## config.mk

```make
export PLATFORM = sky130hd
export DESIGN_NAME = result_queue
export DESIGN_NICKNAME = d
export VERILOG_FILES = /design/src/rtl/result_queue.sv
export SDC_FILE = /design/constraint.sdc
export NUM_CORES = 1
export LEC_CHECK = 0
export BUFFER_PORTS_ARGS = -buffer_cell sky130_fd_sc_hd__clkbuf_2
export CORE_AREA = 3 3 121 123
export DETAILED_ROUTE_END_ITERATION = 6
export DIE_AREA = 0 0 124 126
export GPL_TIMING_DRIVEN = 0
export PLACE_DENSITY = 0.84
export SLEW_MARGIN = 20
export SYNTH_ARGS = -nofsm -noshare
export SYNTH_HDL_FRONTEND = slang
export SYNTH_SLANG_ARGS = --single-unit
```

## constraint.sdc

```tcl
create_clock -name clk_in -period 3.5 [get_ports clk_in]
set_clock_uncertainty 0.15 [all_clocks]
set_input_delay 0.175 -clock clk_in [delete_from_list [all_inputs] [get_ports clk_in]]
set_output_delay 0.175 -clock clk_in [all_outputs]
set_load 0.03 [all_outputs]
```

## src/rtl/result_queue.sv

```systemverilog
// result_queue
// ------------
// Purpose : collects winning nonces from a pool of hashers. Each channel has
//           a one-entry pending register. A fixed-priority arbiter (lowest
//           index wins) moves at most one pending result per cycle into a
//           DEPTH-entry first-word-fall-through queue that the host drains.
// Latency : a success reaches the queue head two edges after it is sampled
//           when the queue is empty and there is no contention. k
//           simultaneous successes arrive over k consecutive edges, in index
//           order.
// Backpressure: halt_out (registered queue-full) asks the pool to stop its
//           nonce counter. While halt_out propagates, each pending register
//           can absorb one more success. Any further success on a busy
//           channel is dropped and recorded in overflow_out and the drop
//           counter.
//
// Optional feature macro: RESULT_QUEUE_STATS_EN
//   defined   -> 16-bit saturating drop counter on drop_count_out
//   undefined -> drop_count_out tied to 16'h0000 (overflow_out always present)
//
// Ports
//   clk_in           : clock, all logic on the rising edge
//   reset_n_in       : synchronous active-low reset (priority over job_start_in)
//   job_start_in     : one-cycle pulse; clears queue, pending, overflow, drops
//   success_in       : per-channel success strobe
//   nonce_in         : shared pool nonce, qualified by any success_in bit
//   result_valid_out : queue head valid
//   result_data_out  : queue head {channel index, nonce}, index in the MSBs
//   result_pop_in    : consume the head (ignored while the queue is empty)
//   ready_out        : queue non-empty (same as result_valid_out)
//   halt_out         : queue full, registered
//   overflow_out     : sticky, at least one result dropped this job
//   drop_count_out   : saturating dropped-result count (macro dependent)

module result_queue #(
  parameter int POOL_SIZE      = 2,
  parameter int POOL_SIZE_LOG2 = 1,
  parameter int DEPTH          = 4,
  parameter int DEPTH_LOG2     = 2
) (
  input  logic                      clk_in,
  input  logic                      reset_n_in,
  input  logic                      job_start_in,
  input  logic [POOL_SIZE-1:0]      success_in,
  input  logic [31-POOL_SIZE_LOG2:0] nonce_in,
  output logic                      result_valid_out,
  output logic [31:0]               result_data_out,
  input  logic                      result_pop_in,
  output logic                      ready_out,
  output logic                      halt_out,
  output logic                      overflow_out,
  output logic [15:0]               drop_count_out
);

  localparam int NONCE_WIDTH = 32 - POOL_SIZE_LOG2;
  // A zero-width channel index is not expressible, so keep at least one bit
  // internally. It is only placed into the result when POOL_SIZE_LOG2 > 0.
  localparam int IDX_W       = (POOL_SIZE_LOG2 > 0) ? POOL_SIZE_LOG2 : 1;
  localparam int CNT_W       = DEPTH_LOG2 + 1;

  // ---------------------------------------------------------------------------
  // State
  // ---------------------------------------------------------------------------
  logic [POOL_SIZE-1:0]   r_pend_vld;
  logic [NONCE_WIDTH-1:0] r_pend_nonce [POOL_SIZE];
  logic [31:0]            r_mem [DEPTH];
  logic [DEPTH_LOG2-1:0]  r_wr_ptr;
  logic [DEPTH_LOG2-1:0]  r_rd_ptr;
  logic [CNT_W-1:0]       r_count;
  logic                   r_valid;
  logic                   r_halt;
  logic                   r_overflow;

  // ---------------------------------------------------------------------------
  // Combinational control
  // ---------------------------------------------------------------------------
  logic                   w_clr;
  logic                   w_any;
  logic [IDX_W-1:0]       w_sel_idx;
  logic [NONCE_WIDTH-1:0] w_sel_nonce;
  logic [31:0]            w_push_dat;
  logic                   w_full;
  logic                   w_empty;
  logic                   w_pop;
  logic                   w_push;
  logic [POOL_SIZE-1:0]   w_drain;
  logic [POOL_SIZE-1:0]   w_load;
  logic [POOL_SIZE-1:0]   w_drop;
  logic [CNT_W-1:0]       w_count_nxt;

  // Reset and job start have the same clearing effect. Both also mask the
  // same-cycle success and pop.
  assign w_clr = !reset_n_in || job_start_in;

  // Fixed-priority arbiter: scan from the top so that the lowest valid index
  // is the last assignment and wins.
  always_comb begin
    w_any       = 1'b0;
    w_sel_idx   = '0;
    w_sel_nonce = '0;
    for (int i = POOL_SIZE - 1; i >= 0; i--) begin
      if (r_pend_vld[i]) begin
        w_any       = 1'b1;
        w_sel_idx   = IDX_W'(i);
        w_sel_nonce = r_pend_nonce[i];
      end
    end
  end

  generate
    if (POOL_SIZE_LOG2 > 0) begin : g_idx
      assign w_push_dat = {w_sel_idx[POOL_SIZE_LOG2-1:0], w_sel_nonce};
    end else begin : g_no_idx
      assign w_push_dat = 32'(w_sel_nonce);
    end
  endgenerate

  assign w_full  = (r_count == CNT_W'(DEPTH));
  assign w_empty = (r_count == '0);

  // A pop on an empty queue is ignored entirely.
  assign w_pop  = result_pop_in && !w_empty && !w_clr;
  // When the queue is full, a same-cycle pop frees the slot that the push
  // then takes. Count stays at DEPTH and both pointers advance.
  assign w_push = w_any && (!w_full || w_pop) && !w_clr;

  // A channel that is drained this cycle can accept a new success in the
  // same cycle without losing anything.
  always_comb begin
    w_drain = '0;
    w_load  = '0;
    w_drop  = '0;
    for (int i = 0; i < POOL_SIZE; i++) begin
      w_drain[i] = w_push && (w_sel_idx == IDX_W'(i));
      w_load[i]  = !w_clr && success_in[i] && (!r_pend_vld[i] || w_drain[i]);
      w_drop[i]  = !w_clr && success_in[i] && r_pend_vld[i] && !w_drain[i];
    end
  end

  assign w_count_nxt = r_count + CNT_W'(w_push) - CNT_W'(w_pop);

  // ---------------------------------------------------------------------------
  // Control registers (cleared by reset or job start)
  // ---------------------------------------------------------------------------
  always_ff @(posedge clk_in) begin
    if (w_clr) begin
      r_pend_vld <= '0;
      r_wr_ptr   <= '0;
      r_rd_ptr   <= '0;
      r_count    <= '0;
      r_valid    <= 1'b0;
      r_halt     <= 1'b0;
      r_overflow <= 1'b0;
    end else begin
      r_pend_vld <= (r_pend_vld & ~w_drain) | w_load;
      // DEPTH is a power of two, so natural pointer overflow wraps modulo DEPTH.
      if (w_push) begin
        r_wr_ptr <= r_wr_ptr + DEPTH_LOG2'(1);
      end
      if (w_pop) begin
        r_rd_ptr <= r_rd_ptr + DEPTH_LOG2'(1);
      end
      r_count <= w_count_nxt;
      // Flags are registered from the next count. They therefore always
      // match the count register that they accompany.
      r_valid <= (w_count_nxt != '0);
      r_halt  <= (w_count_nxt == CNT_W'(DEPTH));
      if (|w_drop) begin
        r_overflow <= 1'b1;
      end
    end
  end

  // ---------------------------------------------------------------------------
  // Data storage (not reset; validity is carried by the control registers)
  // ---------------------------------------------------------------------------
  always_ff @(posedge clk_in) begin
    for (int i = 0; i < POOL_SIZE; i++) begin
      if (w_load[i]) begin
        r_pend_nonce[i] <= nonce_in;
      end
    end
    if (w_push) begin
      r_mem[r_wr_ptr] <= w_push_dat;
    end
  end

  // ---------------------------------------------------------------------------
  // Drop statistics
  // ---------------------------------------------------------------------------
`ifdef RESULT_QUEUE_STATS_EN
  logic [15:0] r_drop_cnt;
  logic [4:0]  w_drop_num;
  logic [16:0] w_drop_sum;

  // Several channels can drop in the same cycle. Each dropped channel counts once.
  always_comb begin
    w_drop_num = '0;
    for (int i = 0; i < POOL_SIZE; i++) begin
      w_drop_num = w_drop_num + 5'(w_drop[i]);
    end
  end

  assign w_drop_sum = {1'b0, r_drop_cnt} + 17'(w_drop_num);

  always_ff @(posedge clk_in) begin
    if (w_clr) begin
      r_drop_cnt <= '0;
    end else if (w_drop_sum[16]) begin
      r_drop_cnt <= 16'hFFFF;
    end else begin
      r_drop_cnt <= w_drop_sum[15:0];
    end
  end

  assign drop_count_out = r_drop_cnt;
`else
  assign drop_count_out = 16'h0000;
`endif

  // ---------------------------------------------------------------------------
  // Outputs
  // ---------------------------------------------------------------------------
  assign result_valid_out = r_valid;
  assign ready_out        = r_valid;
  assign halt_out         = r_halt;
  assign overflow_out     = r_overflow;
  // The head is gated so that an empty queue presents zero rather than stale
  // memory contents.
  assign result_data_out  = r_valid ? r_mem[r_rd_ptr] : 32'h0;

endmodule

```

After elaboration in Yosys (flattened, before gate mapping)

Memory sizes are Yosys's and may differ from the RTL's. A register that Yosys moved wholly into a read port is not among the register bits.
Cells that the tools add are included.

Flip-flop bits (word level): 12
RAM bits: 190
Input bits: 37
Output and inout bits: 52
Word-level logic and storage cells: 62
Memories: 2

Memory list:

| memory       | depth | width | read ports | clocked after memory_dff | wr ports | line | text |
|---|---|---|---|---|---|---|---|
| r_mem        | 4     | 32    | 1          | 1                        | 1        | 66   | `logic [31:0] r_mem [DEPTH];` |
| r_pend_nonce | 2     | 31    | 2          | 0                        | 2        | 65   | `logic [NONCE_WIDTH-1:0] r_pend_nonce [POOL_SIZE];` |

$add $sub $neg: 4
Eq/ne operators: 2
Muxes and demuxes: 14
Bitwise operators: 4
Reductions and logical operators: 29

Operator list:

| operator                                                      | number |
|---|---|
| 31-bit two-way mux                                            | 2 |
| 32-bit two-way mux                                            | 1 |
| 1-bit logical AND                                             | 14 |
| 1-bit two-way mux                                             | 9 |
| 1-bit logical NOT                                             | 8 |
| 3-bit equality test, second input constant                    | 2 |
| 2-bit by 1-bit adder with 2-bit output, second input constant | 2 |
| 1-bit logical OR                                              | 4 |
| 2-bit two-way mux                                             | 2 |
| 3-bit by 1-bit adder with 3-bit output                        | 1 |
| 3-bit logical NOT                                             | 1 |
| 3-bit nonzero test                                            | 1 |
| 3-bit by 1-bit subtractor with 3-bit output                   | 1 |
| 2-bit AND                                                     | 1 |
| 2-bit NOT                                                     | 1 |
| 2-bit OR                                                      | 1 |
| 2-bit OR reduction                                            | 1 |
| 1-bit NOT                                                     | 1 |

Depth between registers and ports, before layout

Depth after elaboration: 12
Gate-level depth with buffers: 10

Worst setup path after synthesis

OpenSTA, ideal clock, no wires.

Path kind: reg-to-reg
From: reg r_pend_vld[0]
To: mem r_pend_nonce[0][0] in the netlist's numbering (enable)
Library setup time: 0.430 ns
Arrival: 2.196 ns
Data required time: 2.920 ns
Slack: 0.724 ns
Cell stages (with the launch flop): 4
Path buffers: 2
Clock period less this slack: 2.776 ns
Path through: dfxtp_1 > buf_2 > buf_1 > a21oi_1

RTL lines:

| what                   | line | text |
|---|---|---|
| from (decl)            | 64   | `logic [POOL_SIZE-1:0] r_pend_vld;` |
| from (signal assigned) | 155  | `r_pend_vld <= (r_pend_vld & ~w_drain) \| w_load;` |
| to (decl)              | 65   |  |

Final worst setup path

From: reg r_count[1]
To: reg r_valid, in the netlist ready_out

Longest elaborated chain between the ends: 10
Elaborated cells on any way between the ends: 12

Ends and longest elaborated chain:

| what                                            | line | text |
|---|---|---|
| from (decl)                                     | 69   | `logic [CNT_W-1:0] r_count;` |
| from (signal assigned)                          | 163  | `r_count <= w_count_nxt;` |
| 3-bit logical NOT                               | 119  | `assign w_empty = (r_count == '0);` |
| 1-bit logical NOT                               | 122  | `assign w_pop = result_pop_in && !w_empty && !w_clr;` |
| 1-bit logical AND (2 in a row)                  | 122  |  |
| 1-bit logical OR                                | 125  | `assign w_push = w_any && (!w_full \|\| w_pop) && !w_clr;` |
| 1-bit logical AND (2 in a row)                  | 125  |  |
| 3-bit by 1-bit adder with 3-bit output          | 140  | `assign w_count_nxt = r_count + CNT_W'(w_push) - CNT_W'(w_pop);` |
| 3-bit by 1-bit subtractor with 3-bit output (*) | 140  |  |
| 3-bit nonzero test (*)                          | 166  | `r_valid <= (w_count_nxt != '0);` |
| to (signal assigned)                            | 166  |  |
| to (decl)                                       | 70   | `logic r_valid;` |

Mark *: on every way between the ends. The rest lies on a longest branch, timed or not.
A chain may end at the register's enable or synchronous reset.

==> metrics <==
status completed; placed insts 669; top post-synthesis cells by count edfxtp_1, and2_1, a22o_1, mux4_2, buf_4; CTS tree built; root buf cell clkbuf_16; Fmax 358 MHz; crit path launch r_count[1]; share of the synthesized area in the top cell type 0.727; M1 wire length 5900 um; cell area after layout 0.00966 mm^2; Worst-Margin Slew 641 ps; CP endpoint kind flop; top cells by area, synth edfxtp_1, mux4_2, dfxtp_1; routed wire length per instance 21.1 um; placeable core region 0.0138 mm^2; RSZ-0062 raised after global routing false; ys flop type edfxtp_1; kind of critical path reg2reg; met3 wire len 1020 um; number of routed nets with antenna violations 0; Max VDD drop 0.408 mV; CTS H-tree lvls 1; Layout area overhead 23.0%; placed instance area 0.00868 mm^2; Nets 588; die area 0.0156 mm^2; CP arrival 2980 ps; # Max-Cap Violations 0; Post-Synthesis Cell Area 0.00785 mm^2; first-pass GRT wire length 24100 um; worst-path cell chain nor4b_4 -> nor3_1 -> inv_1 -> ha_1 -> inv_1 -> ha_1 -> fa_1 -> xnor2_1 -> xnor2_1 -> a21oi_1; Critical Path RT 3680 ps; final hold violation count 0; Final Non-Filler Cells 736; HPWL Detailed 9360 um; CTS Buffer Depth 3; pwr dens 523 mW/mm^2; die height 126 um; Initial DRT Pass Iterations 5; synth unique cells 34; async set or reset register ratio after synthesis 0; Mapped Cells 396; GPL Wtd Cong 0.706; Hold Worst Slack 131 ps; CP Max Fanout 10; CP Launch Type flop; Seq cells post-synth 204; Ys Warns 0; crit-path max cell delay 590 ps; grt total ovfl 0; most common cell in the netlist edfxtp_1; routed via count 4134; Final Cycle Share 0.799; Slew HR 0.572; largest area contributor in the netlist edfxtp_1; Leakage 0.00336 uW; width of the chip 124 um; ant diodes 0; Ports 89; Post-synth EDFFs 190; CTS Sinks 204; row count 43; proportion of layout cells with a drive suffix above 1 0.306; initial antenna violation count 0; DR WL met2 8160 um; hold crit path type in2reg; initial drt markers 248; Tot GR Track Use 0.207; Avg Vias per Cell 5.62; Initial Util 0.570; vias in the first global route 4280; Post-CTS Setup Bufs 0; max layer used met4; Slowest cell on crit path nor4b_4; Skew-Pair Late Insertion Delay 470 ps; syn avg cell area 19.8 um^2; CTS buffer count 19; DRC violations left 0; max-slew violation count 0; overall power 5050 uW; worst hold start job_start_in; Reg clk slew, reported paths 60 ps; final WL 15500 um; r2r startpoint r_count[1]; Setup violations, final 0; pin count of the biggest net entering global routing 22; TNS Setup 0 ps; port bufs 72; fin crit period 2800 ps; sequential share of the synthesized area 0.762
[report_power, final]
group / switching (uW) / total [uW] / internal, uW
Clock: 833 / 2120 / 1290
Combinational: 125 / 218 / 92.9
Sequential: 11.9 / 2710 / 2700
[timing repair]
| item | in CTS | in global routing |
|---|---|---|
| hold buffers | 34 | 0 |
| setup endpoints to repair | 0 | 0 |
| hold endpoints to repair | 69 | 0 |
| gates resized for setup | 0 | 0 |
[cells by family (layout without fill, tap and decap cells)]
logic type	Yosys count	in the layout	share of synthesized area
DFF	204	204	0.762
other	1	16	0.000478
adders and majority gates	7	7	0.0121
and+or+nand+nor	59	59	0.0469
AOI/OAI and AO/OA	46	46	0.0446
buffers and inverters	44	189	0.0373
xor gates and xnor gates	2	2	0.00223
muxes	33	33	0.0940
[registers in the layout, indices dropped and copies added, names as in the netlist, named ones only]
register,flops
halt_out,1
overflow_out,1
r_count,3
r_mem,128
r_pend_nonce,62
r_pend_vld,2
r_rd_ptr,2
r_wr_ptr,2
ready_out,1
[placed cells by master, fill, tap and decap left out, types with 2 or more instances in the layout]
cell type / instances
and2_2: 4
mux4_1: 2
nor2_1: 4
clkinv_1: 5
nand4_1: 2
conb_1: 16
inv_1: 8
dlygate4sd3_1: 34
a21oi_1: 8
xnor2_1: 2
and2_1: 34
nor2b_1: 2
or3_1: 2
bufinv_16: 4
clkbuf_1: 10
buf_2: 6
mux4_2: 30
clkbuf_2: 72
ha_1: 6
buf_16: 6
clkbuf_16: 19
buf_12: 3
dfxtp_1: 14
edfxtp_1: 190
nand2_1: 4
a22o_1: 30
buf_4: 17
o21ai_0: 4
[metal layers]
metal  vias to the layer above  global-route usage
met5                         -                   0
met4                         0              0.0702
met3                        38              0.0328
met2                       176               0.356
met1                      2077               0.270
li1                       1843                   -
[cell type report]
type	instances	area, um^2
well taps	180	225
clock buffers	21	483
flip-flops and latches	204	5990
inverters	8	30.0
plain buffers	36	263
clock inverters	12	160
multi-input cells	163	1650
fillers	848	4110
repair buffers	112	866
[path summary, 6_finish.rpt]
check	cells after the start	slack [ps]	endpoint
max reg2reg	10	700	ready_out
max	10	700	ready_out
min reg2reg	1	340	flop
min	4	130	r_count[1]
[worst max-delay path, delay by kind of cell (launching register included)]
kind	cells	cell delay [ps]
compound gates	1	130
xor+xnor	2	410
fa+ha+maj	3	690
buf+inv	2	140
flops	1	370
simple gates	2	780
[metrics by stage]
step | util | setup slack, ps
2_1_floorplan | - | 724
3_3_place_gp | 0.617 | -273
3_5_place_dp | 0.630 | 771
4_1_cts | 0.701 | 703
5_1_grt | 0.701 | 510
6_report | 0.701 | 705
No activity file was read; power rests on OpenSTA's default activity.
